===== src/rtl/dmem_pkg.sv =====
// ---------------------------------------------------------------------------
// dmem_pkg
// Shared types and helpers for the data_memory_bank slice:
//   - dmem_state_e : sweep/run FSM state encoding
//   - idxWidth()   : word-index width for a given DEPTH
//   - mergeByte()  : byte-lane merge used by the write and forwarding paths
// ---------------------------------------------------------------------------
package dmem_pkg;

   typedef enum logic {
      INIT = 1'b0,
      RUN  = 1'b1
   } dmem_state_e;

   // Index width for the array; DEPTH >= 2 so the result is at least 1.
   function automatic int idxWidth(input int depth);
      return (depth <= 2) ? 1 : $clog2(depth);
   endfunction

   // Selects the new byte when its lane is enabled, the old byte otherwise.
   function automatic logic [7:0] mergeByte(input logic [7:0] oldByte,
                                            input logic [7:0] newByte,
                                            input logic       en);
      return en ? newByte : oldByte;
   endfunction

endpackage


===== src/rtl/data_memory_bank_if.sv =====
// ---------------------------------------------------------------------------
// data_memory_bank_if
// MEM-stage access bus of the data memory bank.
//   master : drives MemRead, MemWrite, ByteEn, DataAddress, DataIn
//            observes DataOut, ReadValid, Ready, AddrError
//   slave  : the memory bank (directions reversed)
// ---------------------------------------------------------------------------
interface data_memory_bank_if #(
   parameter int DATA_W = 16,
   parameter int ADDR_W = 16
);
   logic                  MemRead;
   logic                  MemWrite;
   logic [DATA_W/8-1:0]   ByteEn;
   logic [ADDR_W-1:0]     DataAddress;
   logic [DATA_W-1:0]     DataIn;
   logic [DATA_W-1:0]     DataOut;
   logic                  ReadValid;
   logic                  Ready;
   logic                  AddrError;

   modport master (
      output MemRead, MemWrite, ByteEn, DataAddress, DataIn,
      input  DataOut, ReadValid, Ready, AddrError
   );

   modport slave (
      input  MemRead, MemWrite, ByteEn, DataAddress, DataIn,
      output DataOut, ReadValid, Ready, AddrError
   );
endinterface


===== src/rtl/dmem_read_pipe.sv =====
// ---------------------------------------------------------------------------
// dmem_read_pipe
// LATENCY-deep register stage carrying read data, valid and error flag.
// Data registers only load when a valid result enters them, so the final
// stage holds the last result between reads.
//   CLK, RST                   : clock, async active-high clear
//   inValid, inData, inErr     : result produced at the acceptance edge
//   outValid, outData, outErr  : result LATENCY-1 edges later
// ---------------------------------------------------------------------------
module dmem_read_pipe #(
   parameter int DATA_W  = 16,
   parameter int LATENCY = 1
) (
   input  logic              CLK,
   input  logic              RST,
   input  logic              inValid,
   input  logic [DATA_W-1:0] inData,
   input  logic              inErr,
   output logic              outValid,
   output logic [DATA_W-1:0] outData,
   output logic              outErr
);
   logic [LATENCY-1:0] validQ;
   logic [LATENCY-1:0] errQ;
   logic [DATA_W-1:0]  dataQ [LATENCY];

   // NOTE: sequential state uses non-blocking assignments so every stage
   // samples the previous stage's pre-edge value.
   always_ff @(posedge CLK or posedge RST) begin
      if (RST) begin
         validQ <= '0;
         errQ   <= '0;
         for (int i = 0; i < LATENCY; i++) dataQ[i] <= '0;
      end else begin
         validQ[0] <= inValid;
         errQ[0]   <= inValid & inErr;
         if (inValid) dataQ[0] <= inData;
         for (int i = 1; i < LATENCY; i++) begin
            validQ[i] <= validQ[i-1];
            errQ[i]   <= errQ[i-1];
            if (validQ[i-1]) dataQ[i] <= dataQ[i-1];
         end
      end
   end

   assign outValid = validQ[LATENCY-1];
   assign outErr   = errQ[LATENCY-1];
   assign outData  = dataQ[LATENCY-1];
endmodule


===== src/rtl/data_memory_bank.sv =====
// ---------------------------------------------------------------------------
// data_memory_bank
// Synchronous-read data RAM for the MEM stage: byte-lane writes, 1- or
// 2-cycle read latency with ReadValid, out-of-range detection, and a
// post-reset sweep that writes INIT_VALUE everywhere before Ready rises.
//   CLK, RST : clock, async active-high reset
//   bus      : data_memory_bank_if.slave (requests in, DataOut/ReadValid/
//              Ready/AddrError out)
// Build option: define DMEM_FWD_EN to return the byte-merged new word on a
// same-cycle read/write of one index (default returns the old word).
// ---------------------------------------------------------------------------
module data_memory_bank
   import dmem_pkg::*;
#(
   parameter int                DATA_W       = 16,
   parameter int                ADDR_W       = 16,
   parameter int                DEPTH        = 256,
   parameter int                READ_LATENCY = 1,
   parameter logic [DATA_W-1:0] INIT_VALUE   = '0
) (
   input  logic                CLK,
   input  logic                RST,
   data_memory_bank_if.slave   bus
);
   localparam int IDX_W = idxWidth(DEPTH);
   localparam int NBYTE = DATA_W / 8;
   // One extra bit so DEPTH == 2**ADDR_W still compares correctly.
   localparam logic [ADDR_W:0] DEPTH_EXT = (ADDR_W + 1)'(DEPTH);

   logic [DATA_W-1:0] mem [DEPTH];

   dmem_state_e       state;
   logic [IDX_W-1:0]  cnt;
   logic              readyQ;
   logic              wrErrQ;

   logic [IDX_W-1:0]  idx;
   logic              inRange;
   logic              rdAccept;
   logic              wrAccept;
   logic [DATA_W-1:0] oldWord;
   logic [DATA_W-1:0] mergedWord;
   logic [DATA_W-1:0] rdWord;

   logic              pipeValid;
   logic [DATA_W-1:0] pipeData;
   logic              pipeErr;

   assign idx      = bus.DataAddress[IDX_W-1:0];
   assign inRange  = {1'b0, bus.DataAddress} < DEPTH_EXT;
   assign rdAccept = readyQ & bus.MemRead;
   assign wrAccept = readyQ & bus.MemWrite & inRange;
   assign oldWord  = mem[idx];

   // NOTE: every always_comb output gets a default first so no latch forms.
   always_comb begin
      mergedWord = oldWord;
      for (int k = 0; k < NBYTE; k++)
         mergedWord[8*k +: 8] = mergeByte(oldWord[8*k +: 8], bus.DataIn[8*k +: 8], bus.ByteEn[k]);
   end

   always_comb begin
      rdWord = '0;
      if (inRange) begin
`ifdef DMEM_FWD_EN
         rdWord = wrAccept ? mergedWord : oldWord;
`else
         rdWord = oldWord;
`endif
      end
   end

   // Sweep FSM, Ready and the write-side range error.
   always_ff @(posedge CLK or posedge RST) begin
      if (RST) begin
         state  <= INIT;
         cnt    <= '0;
         readyQ <= 1'b0;
         wrErrQ <= 1'b0;
      end else begin
         wrErrQ <= readyQ & bus.MemWrite & ~inRange;
         case (state)
            INIT: begin
               cnt <= cnt + 1'b1;
               if (cnt == IDX_W'(DEPTH - 1)) begin
                  state  <= RUN;
                  readyQ <= 1'b1;
               end
            end
            RUN:     state <= RUN;
            default: state <= INIT;
         endcase
      end
   end

   // NOTE: the array has no reset; the sweep rewrites it after every RST.
   // While RST is held the FSM sits at INIT/cnt=0, so it only rewrites
   // word 0 with INIT_VALUE, which the sweep does first anyway.
   always_ff @(posedge CLK) begin
      if (state == INIT)
         mem[cnt] <= INIT_VALUE;
      else if (wrAccept)
         mem[idx] <= mergedWord;
   end

   dmem_read_pipe #(
      .DATA_W  (DATA_W),
      .LATENCY (READ_LATENCY)
   ) u_read_pipe (
      .CLK      (CLK),
      .RST      (RST),
      .inValid  (rdAccept),
      .inData   (rdWord),
      .inErr    (~inRange),
      .outValid (pipeValid),
      .outData  (pipeData),
      .outErr   (pipeErr)
   );

   assign bus.DataOut   = pipeData;
   assign bus.ReadValid = pipeValid;
   assign bus.Ready     = readyQ;
   assign bus.AddrError = wrErrQ | pipeErr;
endmodule

===== src/flat_wrapper.sv =====
// flat-port wrapper written by rule: the top's interface ports become plain ports
module data_memory_bank_flat import dmem_pkg::*;
#(
   parameter int                DATA_W       = 16,
   parameter int                ADDR_W       = 16,
   parameter int                DEPTH        = 256,
   parameter int                READ_LATENCY = 1,
   parameter logic [DATA_W-1:0] INIT_VALUE   = '0
)
  (CLK, RST, bus_MemRead, bus_MemWrite, bus_ByteEn, bus_DataAddress, bus_DataIn, bus_DataOut, bus_ReadValid, bus_Ready, bus_AddrError);
  data_memory_bank_if #(.DATA_W(DATA_W), .ADDR_W(ADDR_W)) bus_i ();
  input  logic CLK;
  input  logic RST;
  input wire logic [$bits(bus_i.MemRead)-1:0] bus_MemRead;
  input wire logic [$bits(bus_i.MemWrite)-1:0] bus_MemWrite;
  input wire logic [$bits(bus_i.ByteEn)-1:0] bus_ByteEn;
  input wire logic [$bits(bus_i.DataAddress)-1:0] bus_DataAddress;
  input wire logic [$bits(bus_i.DataIn)-1:0] bus_DataIn;
  output wire logic [$bits(bus_i.DataOut)-1:0] bus_DataOut;
  output wire logic [$bits(bus_i.ReadValid)-1:0] bus_ReadValid;
  output wire logic [$bits(bus_i.Ready)-1:0] bus_Ready;
  output wire logic [$bits(bus_i.AddrError)-1:0] bus_AddrError;
  assign bus_i.MemRead = bus_MemRead;
  assign bus_i.MemWrite = bus_MemWrite;
  assign bus_i.ByteEn = bus_ByteEn;
  assign bus_i.DataAddress = bus_DataAddress;
  assign bus_i.DataIn = bus_DataIn;
  assign bus_DataOut = bus_i.DataOut;
  assign bus_ReadValid = bus_i.ReadValid;
  assign bus_Ready = bus_i.Ready;
  assign bus_AddrError = bus_i.AddrError;
  data_memory_bank #(.DATA_W(DATA_W), .ADDR_W(ADDR_W), .DEPTH(DEPTH), .READ_LATENCY(READ_LATENCY), .INIT_VALUE(INIT_VALUE)) u_core (.CLK(CLK), .RST(RST), .bus(bus_i));
endmodule

===== config.mk =====
export PLATFORM = sky130hd
export DESIGN_NAME = data_memory_bank_flat
export DESIGN_NICKNAME = d
export VERILOG_FILES = /design/src/rtl/dmem_pkg.sv /design/src/rtl/data_memory_bank_if.sv /design/src/rtl/dmem_read_pipe.sv /design/src/rtl/data_memory_bank.sv /design/src/flat_wrapper.sv
export SDC_FILE = /design/constraint.sdc
export NUM_CORES = 2
export LEC_CHECK = 0
export CAP_MARGIN = 20
export CORE_ASPECT_RATIO = 0.75
export CORE_MARGIN = 10
export CORE_UTILIZATION = 45
export CTS_BUF_LIST = sky130_fd_sc_hd__clkbuf_16
export DETAILED_ROUTE_END_ITERATION = 8
export PLACE_DENSITY_LB_ADDON = 0.25
export SKIP_CTS_REPAIR_TIMING = 1
export SLEW_MARGIN = 5
export SYNTH_ARGS = -nofsm -noshare
export SYNTH_HDL_FRONTEND = slang
export SYNTH_HIERARCHICAL = 1
export SYNTH_SLANG_ARGS = --single-unit

===== constraint.sdc =====
create_clock -name CLK -period 27.6 [get_ports CLK]
set_input_delay 5.52 -clock CLK [delete_from_list [all_inputs] [get_ports CLK]]
set_output_delay 5.52 -clock CLK [all_outputs]
set_load 0.05 [all_outputs]

==> impl_metrics.tcl <==
set metrics [dict create \
    clk_latency_ns 0.95 \
    core_um2 353000 \
    regArea_um2 124000 \
    synth_seq_cells 4125 \
    netlist.area_leader.share_pct 77.3 \
    cts.sinks 4125 \
    grt_max_degree 209 \
    ys.flop_type "edfxtp_1" \
    start_util_pct 45.1 \
    yosysSeqAreaShare_pct 77.7 \
    relSlewSlack_pct -12.6 \
    fillers 27600 \
    drive_gt1_share_pct 27.4 \
    wl_per_cell_um 36.3 \
    synthArstFlopShare_pct 0.703 \
    num_rows 189 \
    first_pass_iters 6 \
    final_nets 7708 \
    grt_pass1_vias 77900 \
    drtIter0Drc 13400 \
    drv_cap 0 \
    synth_most_common_cell "edfxtp_1" \
    cts-root-buf "clkbuf_16" \
    worst_pin_slew_ns 1.69 \
    final_cells 12700 \
    critPathRequiredTime_ns 28.15 \
    cpPeakStageDelay_ns 0.99 \
    syn_area_um2 159000 \
    cp-start-kind "input pin" \
    arrival_ns 14.01 \
    critical-path-slowest-cell "nor4_2" \
    synth_area_per_cell_um2 22.2 \
    cellLeakagePower_uw 0.0458 \
    dp.cells 11900 \
    vias_per_cell 6.42 \
    max_clock_freq_mhz 74.3 \
    grt_pass1_wl_um 635000 \
    synth_xor_area_share_pct 0.0385 \
    violations "slew limit" \
    ys_warn_count 6 \
    final_hold_viol_count 0 \
    areaGrowthSynthToFinish_pct 12.7 \
    fin_setup_tns_ns 0 \
    netlist_instances 7179 \
    port_buffers 56 \
    power.total_uw 12300 \
    fp.dieH_um 535 \
    worst_setup_path_end_kind "flop" \
    critPathMaxFanout 97 \
    synth_top_area_cell "edfxtp_1" \
    antenna_left 0 \
    synth-compound-area-share_pct 3.23 \
    synthSimpleGateAreaFrac_pct 1.91 \
    crit_path_cell_trace "buf_8 -> buf_4 -> buf_4 -> buf_12 -> buf_4 -> mux4_2 -> nor3_1 -> nor4_2 -> o2111ai_1 -> o221ai_1 -> nand3_1 -> nand2_4 -> buf_4 -> buf_16 -> buf_4" \
    die_width_um 707 \
    syn-num-nets 7218 \
    grt_usage_pct 23.7 \
    synthMuxAreaShare_pct 15.2 \
    synth_top_family_by_area "multiplexers" \
    cts_max_level 5 \
    ir_drop_uv 56.4 \
    status "finished, violations left" \
    hold_path_class "flop to flop" \
    dieArea_um2 378000 \
    cts_tree "yes" \
    criticalPathCategory "input pin to flop" \
    hpwl_um 273000 \
    drc_errors 0 \
    synth_common_cells "edfxtp_1, mux4_2, nor2_1" \
    synth-edff-count 4096 \
    post-route-min-period_ns 13.45 \
    final.setup_skew_ns 0.0545 \
    grt_setup_unrepaired "no" \
    io_pins 57 \
    grt-ovfl-total 0 \
    p_per_area_nw_per_um2 68.4 \
    setup_viol 0 \
    synth_area_leaders "edfxtp_1, mux4_2, mux2i_1" \
    numCtsBuffers 380 \
    synthAdderAreaFrac_pct 0.00786 \
    maxSlewViolCount 124 \
    multi_input_area_um2 33100 \
    synth_cell_type_count 84 \
    routed_wl_um 459000 \
    place.gp.congestion 0.867 \
    clk_pin_slew_ns 0.07 \
    path_common_cell "buf_4" \
    antenna_found_initial 38 \
    clockBufferDepth 4 \
    dr_total_vias 81200 \
    period_share_pct 48.7 \
]
## power by group
group	switching [µW]	internal, µW	total, µW
clock	2290	2830	5120
sequential	0	6780	6780
combinational	263	114	377
## state kept, by name, summed over array words and instances, names as in the netlist
| signal | cells |
|---|---|
| u_core/cnt | 8 |
| u_core/u_read_pipe/outValid | 1 |
| u_core/u_read_pipe/outData | 16 |
| u_core/state | 1 |
| u_core/u_read_pipe/outErr | 1 |
| u_core/bus.Ready | 1 |
| u_core/mem | 4096 |
| u_core/wrErrQ | 1 |
## metal layers
layer / GRT usage, % / share of wire (%) / wire [µm]
met2: 34.0 / 44 / 201000
met5: 0 / 0.0024 / 11
met4: 6.92 / 3.2 / 14600
met1: 35.6 / 40 / 184000
met3: 6.47 / 13 / 59400
## worst max-delay path: cells and delay by family
family                 cells  cell delay (ns)
and+or+nand+nor            4             2.04
muxes                      1             0.34
AOI/OAI and AO/OA          2             0.80
buffers and inverters      8             4.55
## layout by cell type, fill, tap and decap left out, drive strengths merged, types with 12 or more instances in the layout
master / count
or3: 33
edfxtp: 4096
nor3: 57
nor4: 12
dfrtp: 29
mux4: 927
nand2: 81
o311ai: 12
nand3: 51
nor2: 302
clkdlybuf4s50: 49
o211ai: 22
a211oi: 16
clkinv: 157
mux2i: 192
or2: 25
a2111oi: 16
a22oi: 231
buf: 492
nor2b: 17
o221ai: 12
a21oi: 112
clkbuf: 398
o21ai: 41
a221oi: 21
a222oi: 14
bufinv: 26
mux2: 117
inv: 97
a31oi: 14
a22o: 16
o22ai: 107
## kinds of logic after synthesis
group | Yosys count
buffers and inverters | 444
XOR/XNOR | 7
multiplexers | 1236
adder cells (fa/ha/maj) | 1
flip-flops | 4125
AO/OA/AOI/OAI | 720
AND/OR/NAND/NOR | 646
## cell type report
class                      instances  area share, %
multi-input combinational       2610           18.4
tap                             4679           3.26
clock buffer                     396           5.53
antenna                           10         0.0140
clock inverter                   279           1.10
inverter                           9         0.0188
timing repair buffer             543           2.64
sequential                      4125           69.0
## worst paths after layout
path	start	to	slack, ns	cells past startpoint
worst max-delay path	bus_DataAddress[1]	u_core/mem[172][9]	14.15	15
worst min-delay path	u_core/u_read_pipe/outData[8]	u_core/u_read_pipe/outData[8]	0.51	1
worst max register to register	u_core/mem[250][9]	u_core/mem[172][9]	22.10	10
worst min register to register	u_core/u_read_pipe/outData[8]	u_core/u_read_pipe/outData[8]	0.51	1
max in group asynchronous	RST	u_core/u_read_pipe/outData[4]	21.94	2
min in group asynchronous	RST	u_core/wrErrQ	5.14	2
## per-stage QoR
stage / area, µm² / worst slack [ns] / hold slack, ns / utilization [%]
global placement: 167000 / 13.43 / 0.501 / 47.3
global route: 179000 / 14.11 / 0.527 / 50.8
CTS: 179000 / 14.31 / 0.514 / 50.7
finish: 179000 / 14.15 / 0.513 / 50.8
detailed placement: 167000 / 13.37 / 0.496 / 47.4
floorplan: 159000 / 8.31 / 0.500 / -
No activity file was read; power rests on OpenSTA's default activity.
